$ cat src/rtl/fifo_stream_reader.sv
// fifo_stream_reader
//   Pulls words from the read side of a synchronous FIFO (registered empty
//   flag, one-cycle read latency) and presents them as a valid/ready stream
//   through a two-entry skid buffer.  Reads are issued only when the buffer
//   is guaranteed to have room for the returning word, so no captured word
//   is ever dropped and a full-rate stream is sustained with m_ready held high.
//
// Ports
//   clk            in   clock, all state updates on posedge
//   rst_n          in   asynchronous active-low reset
//   fifo_cs        out  FIFO chip select (same as fifo_rd_en)
//   fifo_rd_en     out  FIFO read request (combinational)
//   fifo_data_out  in   FIFO read data, valid the cycle after a read edge
//   fifo_empty     in   FIFO empty flag
//   flush          in   synchronous discard of buffered and in-flight words
//   m_valid        out  stream word available
//   m_ready        in   downstream accepts the word when m_valid=1
//   m_data         out  stream data (head of skid buffer)
//   rd_count       out  count of words delivered on the stream (wraps)
module fifo_stream_reader #(
  parameter int DATA_WIDTH = 32
) (
  input  logic                  clk,
  input  logic                  rst_n,
  output logic                  fifo_cs,
  output logic                  fifo_rd_en,
  input  logic [DATA_WIDTH-1:0] fifo_data_out,
  input  logic                  fifo_empty,
  input  logic                  flush,
  output logic                  m_valid,
  input  logic                  m_ready,
  output logic [DATA_WIDTH-1:0] m_data,
  output logic [15:0]           rd_count
);

  localparam int SKID_DEPTH = 2;

  logic [1:0]            r_occ;
  logic                  r_inflight;
  logic [DATA_WIDTH-1:0] r_buf [SKID_DEPTH];
  logic [15:0]           r_rd_count;

  logic       w_valid;
  logic       w_pop;
  logic [2:0] w_level;
  logic       w_rd_en;
  logic       w_wr_slot;

  always_comb begin
    w_valid = (r_occ != 2'd0);
    w_pop   = w_valid && m_ready;
    // Words that will occupy the buffer once this edge's pop retires and the
    // in-flight word lands; a new read is safe only if that leaves a slot.
    w_level = {1'b0, r_occ} + {2'b0, r_inflight} - {2'b0, w_pop};
    w_rd_en = rst_n && !fifo_empty && !flush && (w_level < 3'(SKID_DEPTH));
    // Captured word goes to the first free slot after this edge's pop shifts.
    w_wr_slot = (r_occ == 2'd2) || ((r_occ == 2'd1) && !w_pop);
  end

  always_ff @(posedge clk or negedge rst_n) begin
    if (!rst_n) begin
      r_occ      <= '0;
      r_inflight <= 1'b0;
      r_rd_count <= '0;
      for (int unsigned i = 0; i < SKID_DEPTH; i++) begin
        r_buf[i] <= '0;
      end
    end else if (flush) begin
      r_occ      <= '0;
      r_inflight <= 1'b0;
    end else begin
      r_inflight <= w_rd_en;
      r_occ      <= r_occ - {1'b0, w_pop} + {1'b0, r_inflight};
      if (w_pop) begin
        r_buf[0]   <= r_buf[1];
        r_rd_count <= r_rd_count + 16'd1;
      end
      // Capture after the shift so a simultaneous pop keeps FIFO order.
      if (r_inflight) begin
        if (w_wr_slot) begin
          r_buf[1] <= fifo_data_out;
        end else begin
          r_buf[0] <= fifo_data_out;
        end
      end
    end
  end

  assign fifo_rd_en = w_rd_en;
  assign fifo_cs    = w_rd_en;
  assign m_valid    = w_valid;
  assign m_data     = r_buf[0];
  assign rd_count   = r_rd_count;

endmodule

$ cat config.mk
export PLATFORM = sky130hd
export DESIGN_NAME = fifo_stream_reader
export DESIGN_NICKNAME = d
export VERILOG_FILES = /design/src/rtl/fifo_stream_reader.sv
export SDC_FILE = /design/constraint.sdc
export NUM_CORES = 1
export LEC_CHECK = 0
export CAP_MARGIN = 20
export CORE_UTILIZATION = 57
export DETAILED_ROUTE_END_ITERATION = 16
export GPL_ROUTABILITY_DRIVEN = 0
export PLACE_DENSITY = 0.86
export SLEW_MARGIN = 20
export SYNTH_ARGS = -nofsm -noshare
export SYNTH_HDL_FRONTEND = slang
export SYNTH_SLANG_ARGS = --single-unit
$ cat constraint.sdc
create_clock -name clk -period 5.09 [get_ports clk]
set_clock_uncertainty 0.15 [all_clocks]
set_input_delay 0.509 -clock clk [delete_from_list [all_inputs] [get_ports clk]]
set_output_delay 0.509 -clock clk [all_outputs]
set_load 0.03 [all_outputs]
==> flow_metrics.py, run 1 <==
metrics = {
    "grt": {
        "grt_max_degree": 84,
        "grt_first_pass_wirelength_um": 17240,
        "track_usage_pct": 25.57,
        "antenna_found_initial": 0,
        "grt_pass1_vias": 3618,
        "grt_overflow": 0,
    },
    "final_layout": {
        "diodes": 0,
        "drive_gt1_share_pct": 6.275,
        "layout.cells.non_filler": 612,
        "area_growth_pct": 18.73,
        "nets": 547,
        "design_area_mm2": 0.005473,
        "nFillCells": 583,
    },
    "critical_path": {
        "crit_family": "adder cells",
        "r2r_cells": 7,
        "cp.required_ns": 4.43,
        "crit_type": "flop to output port",
        "cp_cell_sequence": "o21ai_1 > inv_1 > ha_1 > inv_1 > ha_1 > fa_1 > nor4_1 > clkdlybuf4s50_1",
        "path_max_fanout": 5,
        "cpPeakStageDelay_ns": 0.75,
        "arrival_ns": 3.41,
        "crit_path_end_kind": "output port",
        "slowest_stage": "clkdlybuf4s50_1",
        "crit_buf_inv": 3,
        "crit_cells": 8,
        "cp-start-kind": "flop",
    },
    "placement": {
        "hpwl_um": 6169,
        "port_buffers": 87,
        "dp.cells": 597,
        "place_area_mm2": 0.005251,
    },
    "routing": {
        "drt_wl_total_um": 10220,
        "drc": 0,
        "drt.antenna.violating_nets": 0,
        "first_pass_iters": 4,
        "viasPerCell": 5.853,
        "wl_per_cell_um": 16.69,
        "dr_total_vias": 3582,
        "drtIter0Drc": 287,
    },
    "power": {
        "totalPowerFinal_w": 0.003058,
        "p_leak_nw": 2.477,
        "power_density_mw_per_mm2": 558.8,
        "peakVddDrop_mv": 0.4315,
    },
    "yosys": {
        "post-synth-top-count-cell": "dfrtp_1",
        "yosysSeqAreaShare_pct": 45.06,
        "synthesis.nets": 513,
        "yosys-top-cells-count": "83 x dfrtp_1, 65 x nor2b_1, 62 x o21ai_0",
        "synth_area_per_cell_um2": 9.766,
        "synth_top_area_share_pct": 45.06,
        "syn_area_mm2": 0.004609,
        "postSynthRegisterBits": 83,
        "synth_edf_count": 0,
        "synthFlopType": "dfrtp_1",
        "synthTopCellsByArea": "dfrtp_1 45%, nor2b_1 8.8%, mux2_1 7.3%",
        "async_flop_share_pct": 100.0,
        "yosys_warnings": 0,
        "synth_cell_types": 32,
        "netlist.top_cell.by_area": "dfrtp_1",
        "synthCells": 472,
    },
    "run_status": {
        "status": "completed",
    },
    "clock_network": {
        "cts-root-buf": "clkbuf_8",
        "post_cts_buffers": 0,
        "clock_latency_ns": 0.34,
        "cts.clk_slew.worst_paths_ns": 0.08,
        "cts_tree": "done",
        "cts_hold_buf": 0,
        "cts.path.max_buffers": 2,
        "h-tree-depth": 3,
        "cts_num_sinks": 83,
        "cts_resized": 0,
        "cts_inserted_buffers": 9,
    },
    "sta": {
        "worst_pin_slew_ns": 1.110,
        "rsz0062_at_grt": "no",
        "finalSetupViolCount": 0,
        "fin_tns_setup_ns": 0,
        "finalCritPeriodShare_pct": 79.88,
        "whs_ns": 0.1404,
        "post-route-min-period_ns": 4.066,
        "relSlewSlack_pct": 25.68,
        "report.final.slew_viol_count": 0,
        "fmax_mhz": 245.9,
        "hold_viol_final": 0,
    },
    "floorplanning": {
        "fp.dieH_um": 91.93,
        "die_area_mm2": 0.008450,
        "core_area_mm2": 0.007767,
        "num_rows": 32,
        "start_util_pct": 59.34,
        "io_pins": 88,
        "die_x_um": 91.93,
    },
    "run": {
        "max_cap_viol_count": 0,
    },
    "min_path": {
        "hp-class": "input port to async pin",
    },
}
through the flow:
step                      util [%]  worst slack (ns)
after floorplan                  -             1.162
after global routing         70.46            0.8685
after global placement       67.61             1.377
after CTS                    70.38             1.001
after detailed placement     67.61             1.286
final                        70.46             1.024
power by group:
group	switching (W)	leakage, nW	internal, W
Sequential	0.000173	1.08	0.000904
Clock	0.000230	0.108	0.000285
Combinational	0.000793	1.29	0.000673
cell type report:
cell class | count | area [um^2] | area share (%)
multi-input cells | 314 | 2131 | 38.93
clock inverters | 5 | 77.57 | 1.417
well taps | 102 | 127.6 | 2.332
repair buffers | 92 | 899.6 | 16.44
inverters | 6 | 22.52 | 0.4115
clock buffers | 10 | 137.6 | 2.515
flip-flops and latches | 83 | 2077 | 37.95
routing by layer:
metal  GRT usage, %  up-vias  share of wire [%]
li1               -     1690                  -
met1          34.84     1785                 44
met2          42.29       97                 50
met3          3.400       10                5.0
met4          8.594        0               0.95
met5              0        -                  0
flip-flops by register name, indices dropped and copies added, names as in the netlist:
signal and flops:
r_buf 32, r_inflight 1, rd_count 16, m_data 32, r_occ 2
cells by family (layout without fill, tap and decap cells):
kind of cell	Yosys count	in the layout	share of synthesized area (%)
AOI/OAI and AO/OA	132	132	17.26
and+or+nand+nor	129	129	16.34
DFF	83	83	45.06
buffers and inverters	75	113	8.985
muxes	33	33	8.062
xor gates and xnor gates	16	16	3.040
adders and majority gates	4	4	1.249
worst paths after layout:
check	from	to	slack, ns
max	r_occ[1]	fifo_rd_en	1.02
min	rst_n	rd_count[13]	0.14
max reg2reg	r_occ[1]	r_inflight	2.53
min reg2reg	rd_count[15]	rd_count[15]	0.35
max in group asynchronous	rst_n	m_data[22]	4.10
min in group clk	rst_n	r_inflight	0.35
cell usage in the layout, fill, tap and decap left out, drive strengths merged, types with 2 or more instances in the layout:
cell           netlist  layout
nor3                 2       2
nand3               38      38
a21oi               33      33
nor4                 2       2
bufinv               0       2
nand2b               3       3
inv                  6       6
dfrtp               83      83
nor2b               65      65
xor2                 2       2
buf                 41       8
nor2                 2       2
mux2                33      33
and4                 2       2
clkdlybuf4s50        0      84
clkbuf              28      10
and2                 3       3
nand4                4       4
xnor2               14      14
o21ai               64      64
ha                   3       3
clkinv               0       2
nand2                6       6
a2bb2oi             32      32
Note: power is estimated with default switching activity, not from simulation.
==> run 2, diff against run 1 <==
--- a/config.mk
+++ b/config.mk
@@ -6,10 +6,10 @@
 export NUM_CORES = 1
 export LEC_CHECK = 0
 export CAP_MARGIN = 20
-export CORE_UTILIZATION = 57
+export CORE_UTILIZATION = 53
 export DETAILED_ROUTE_END_ITERATION = 16
 export GPL_ROUTABILITY_DRIVEN = 0
-export PLACE_DENSITY = 0.86
+export PLACE_DENSITY = 0.81
 export SLEW_MARGIN = 20
 export SYNTH_ARGS = -nofsm -noshare
 export SYNTH_HDL_FRONTEND = slang
==> constraint.sdc (replaced) <==
create_clock -name clk -period 4.2 [get_ports clk]
set_clock_uncertainty 0.15 [all_clocks]
set_input_delay 0.42 -clock clk [delete_from_list [all_inputs] [get_ports clk]]
set_output_delay 0.42 -clock clk [all_outputs]
set_load 0.03 [all_outputs]
==> flow_metrics.py, run 2 (synthesis results as in run 1) <==
metrics = {
    "run_status": {
        "status": "completed",
    },
    "grt": {
        "grt_first_pass_wirelength_um": 17400,
        "busiest_layer": "met2",
        "track_usage_pct": 24.91,
        "use_met2_pct": 41.01,
        "grt_use_met1_pct": 32.82,
        "grt_overflow": 0,
        "grtUsageMet3_pct": 4.226,
        "grt_pass1_vias": 3710,
        "antenna_found_initial": 0,
        "grt_max_degree": 84,
    },
    "clock_network": {
        "cts.path.max_buffers": 2,
        "cts_inserted_buffers": 9,
        "cts_tree": "done",
        "cts.clk_slew.worst_paths_ns": 0.08,
        "cts_hold_buf": 0,
        "cts-root-buf": "clkbuf_8",
        "h-tree-depth": 3,
        "cts_resized": 0,
        "clock_latency_ns": 0.35,
        "post_cts_buffers": 0,
        "cts_num_sinks": 83,
    },
    "floorplanning": {
        "core_area_mm2": 0.008299,
        "die_area_mm2": 0.009074,
        "fp.dieH_um": 95.26,
        "start_util_pct": 55.54,
        "die_x_um": 95.26,
        "num_rows": 33,
        "io_pins": 88,
    },
    "power": {
        "peakVddDrop_mv": 0.5327,
        "p_leak_nw": 2.464,
        "power_density_mw_per_mm2": 664.4,
        "totalPowerFinal_w": 0.003619,
    },
    "routing": {
        "drt_wl_total_um": 10580,
        "dr_total_vias": 3572,
        "drc": 0,
        "drtIter0Drc": 221,
        "wl_per_cell_um": 17.15,
        "viasPerCell": 5.789,
        "drt.antenna.violating_nets": 0,
        "first_pass_iters": 4,
    },
    "final_layout": {
        "final_cell_mix": "83 x dfrtp_1, 82 x clkdlybuf4s50_1, 64 x nor2b_1",
        "multiInputGateArea_mm2": 0.002133,
        "design_area_mm2": 0.005446,
        "utilization_pct": 65.63,
        "nFillCells": 668,
        "diodes": 0,
        "nets": 548,
        "regArea_mm2": 0.002077,
        "drive_gt1_share_pct": 6.445,
        "final_common_cell": "dfrtp_1",
        "area_growth_pct": 18.16,
    },
    "sta": {
        "worst_pin_slew_ns": 1.036,
        "rsz0062_at_grt": "no",
        "fin_tns_setup_ns": 0,
        "post-route-min-period_ns": 3.586,
        "fmax_mhz": 278.9,
        "finalCritPeriodShare_pct": 85.37,
        "relSlewSlack_pct": 30.93,
        "finalSetupViolCount": 0,
        "hold_viol_final": 0,
        "report.final.slew_viol_count": 0,
    },
    "placement": {
        "place_area_mm2": 0.005250,
        "port_buffers": 87,
        "hpwl_um": 6361,
    },
    "critical_path": {
        "path_max_fanout": 5,
        "arrival_ns": 3.02,
        "crit_type": "flop to output port",
        "cp-start-kind": "flop",
        "r2r_cells": 8,
        "crit_path_end_kind": "output port",
        "cp.required_ns": 3.63,
    },
    "run": {
        "max_cap_viol_count": 0,
    },
    "min_path": {
        "hp-class": "input port to async pin",
    },
}
## run 2: changes by cell type in the layout (fill, tap and decap cells not counted), sizes merged
| cell | delta |
|---|---|
| clkbuf | +4 |
| bufinv | -2 |
| clkinvlp | -1 |
| clkdlybuf4s50 | -2 |
| buf | +3 |
## run 2: critical path, stage by stage (launching register included)
cell     delay, ns
dfrtp_1       0.39
o21ai_1       0.44
inv_1         0.09
ha_1          0.30
inv_1         0.05
ha_1          0.19
fa_1          0.40
xnor2_1       0.18
nor4_1        0.39
buf_4         0.25
## run 2: layout make-up
cell class,instances,area share (%)
Multi-Input combinational cell,314,39.17
Inverter,6,0.4135
Sequential cell,83,38.13
Clock buffer,14,2.986
Tap cell,105,2.412
Clock inverter,2,0.1838
Timing Repair Buffer,93,16.70
## run 2: worst paths after layout
check / startpoint / to / slack (ns)
max: r_occ[1] / fifo_cs / 0.61
min: rst_n / rd_count[5] / 0.06
max reg2reg: r_occ[1] / r_inflight / 1.65
min reg2reg: rd_count[7] / rd_count[7] / 0.35
max in group asynchronous: rst_n / r_buf[22] / 3.31
min in group clk: rst_n / r_inflight / 0.27
## run 2: metal layers
layer  vias to the layer above  wire, um
met2                       112      5184
met3                        14       575
met4                         0       148
li1                       1687         -
met5                         -         0
met1                      1759      4673
## run 2: metrics by stage
step                cells  hold slack [ns]  setup slack (ns)
floorplan             472         -0.02559            0.3607
global placement      600           0.3207             1.135
detailed placement    600           0.3363             1.060
CTS                   616           0.2363            0.6671
global route          617           0.1308            0.5113
finish                617          0.05809            0.6144
## run 2: report_power, final
| group | switching [W] | internal (W) | leakage (nW) |
|---|---|---|---|
| clock | 0.000281 | 0.000247 | 0.0905 |
| sequential | 0.000207 | 0.00110 | 1.08 |
| combinational | 0.000967 | 0.000821 | 1.30 |
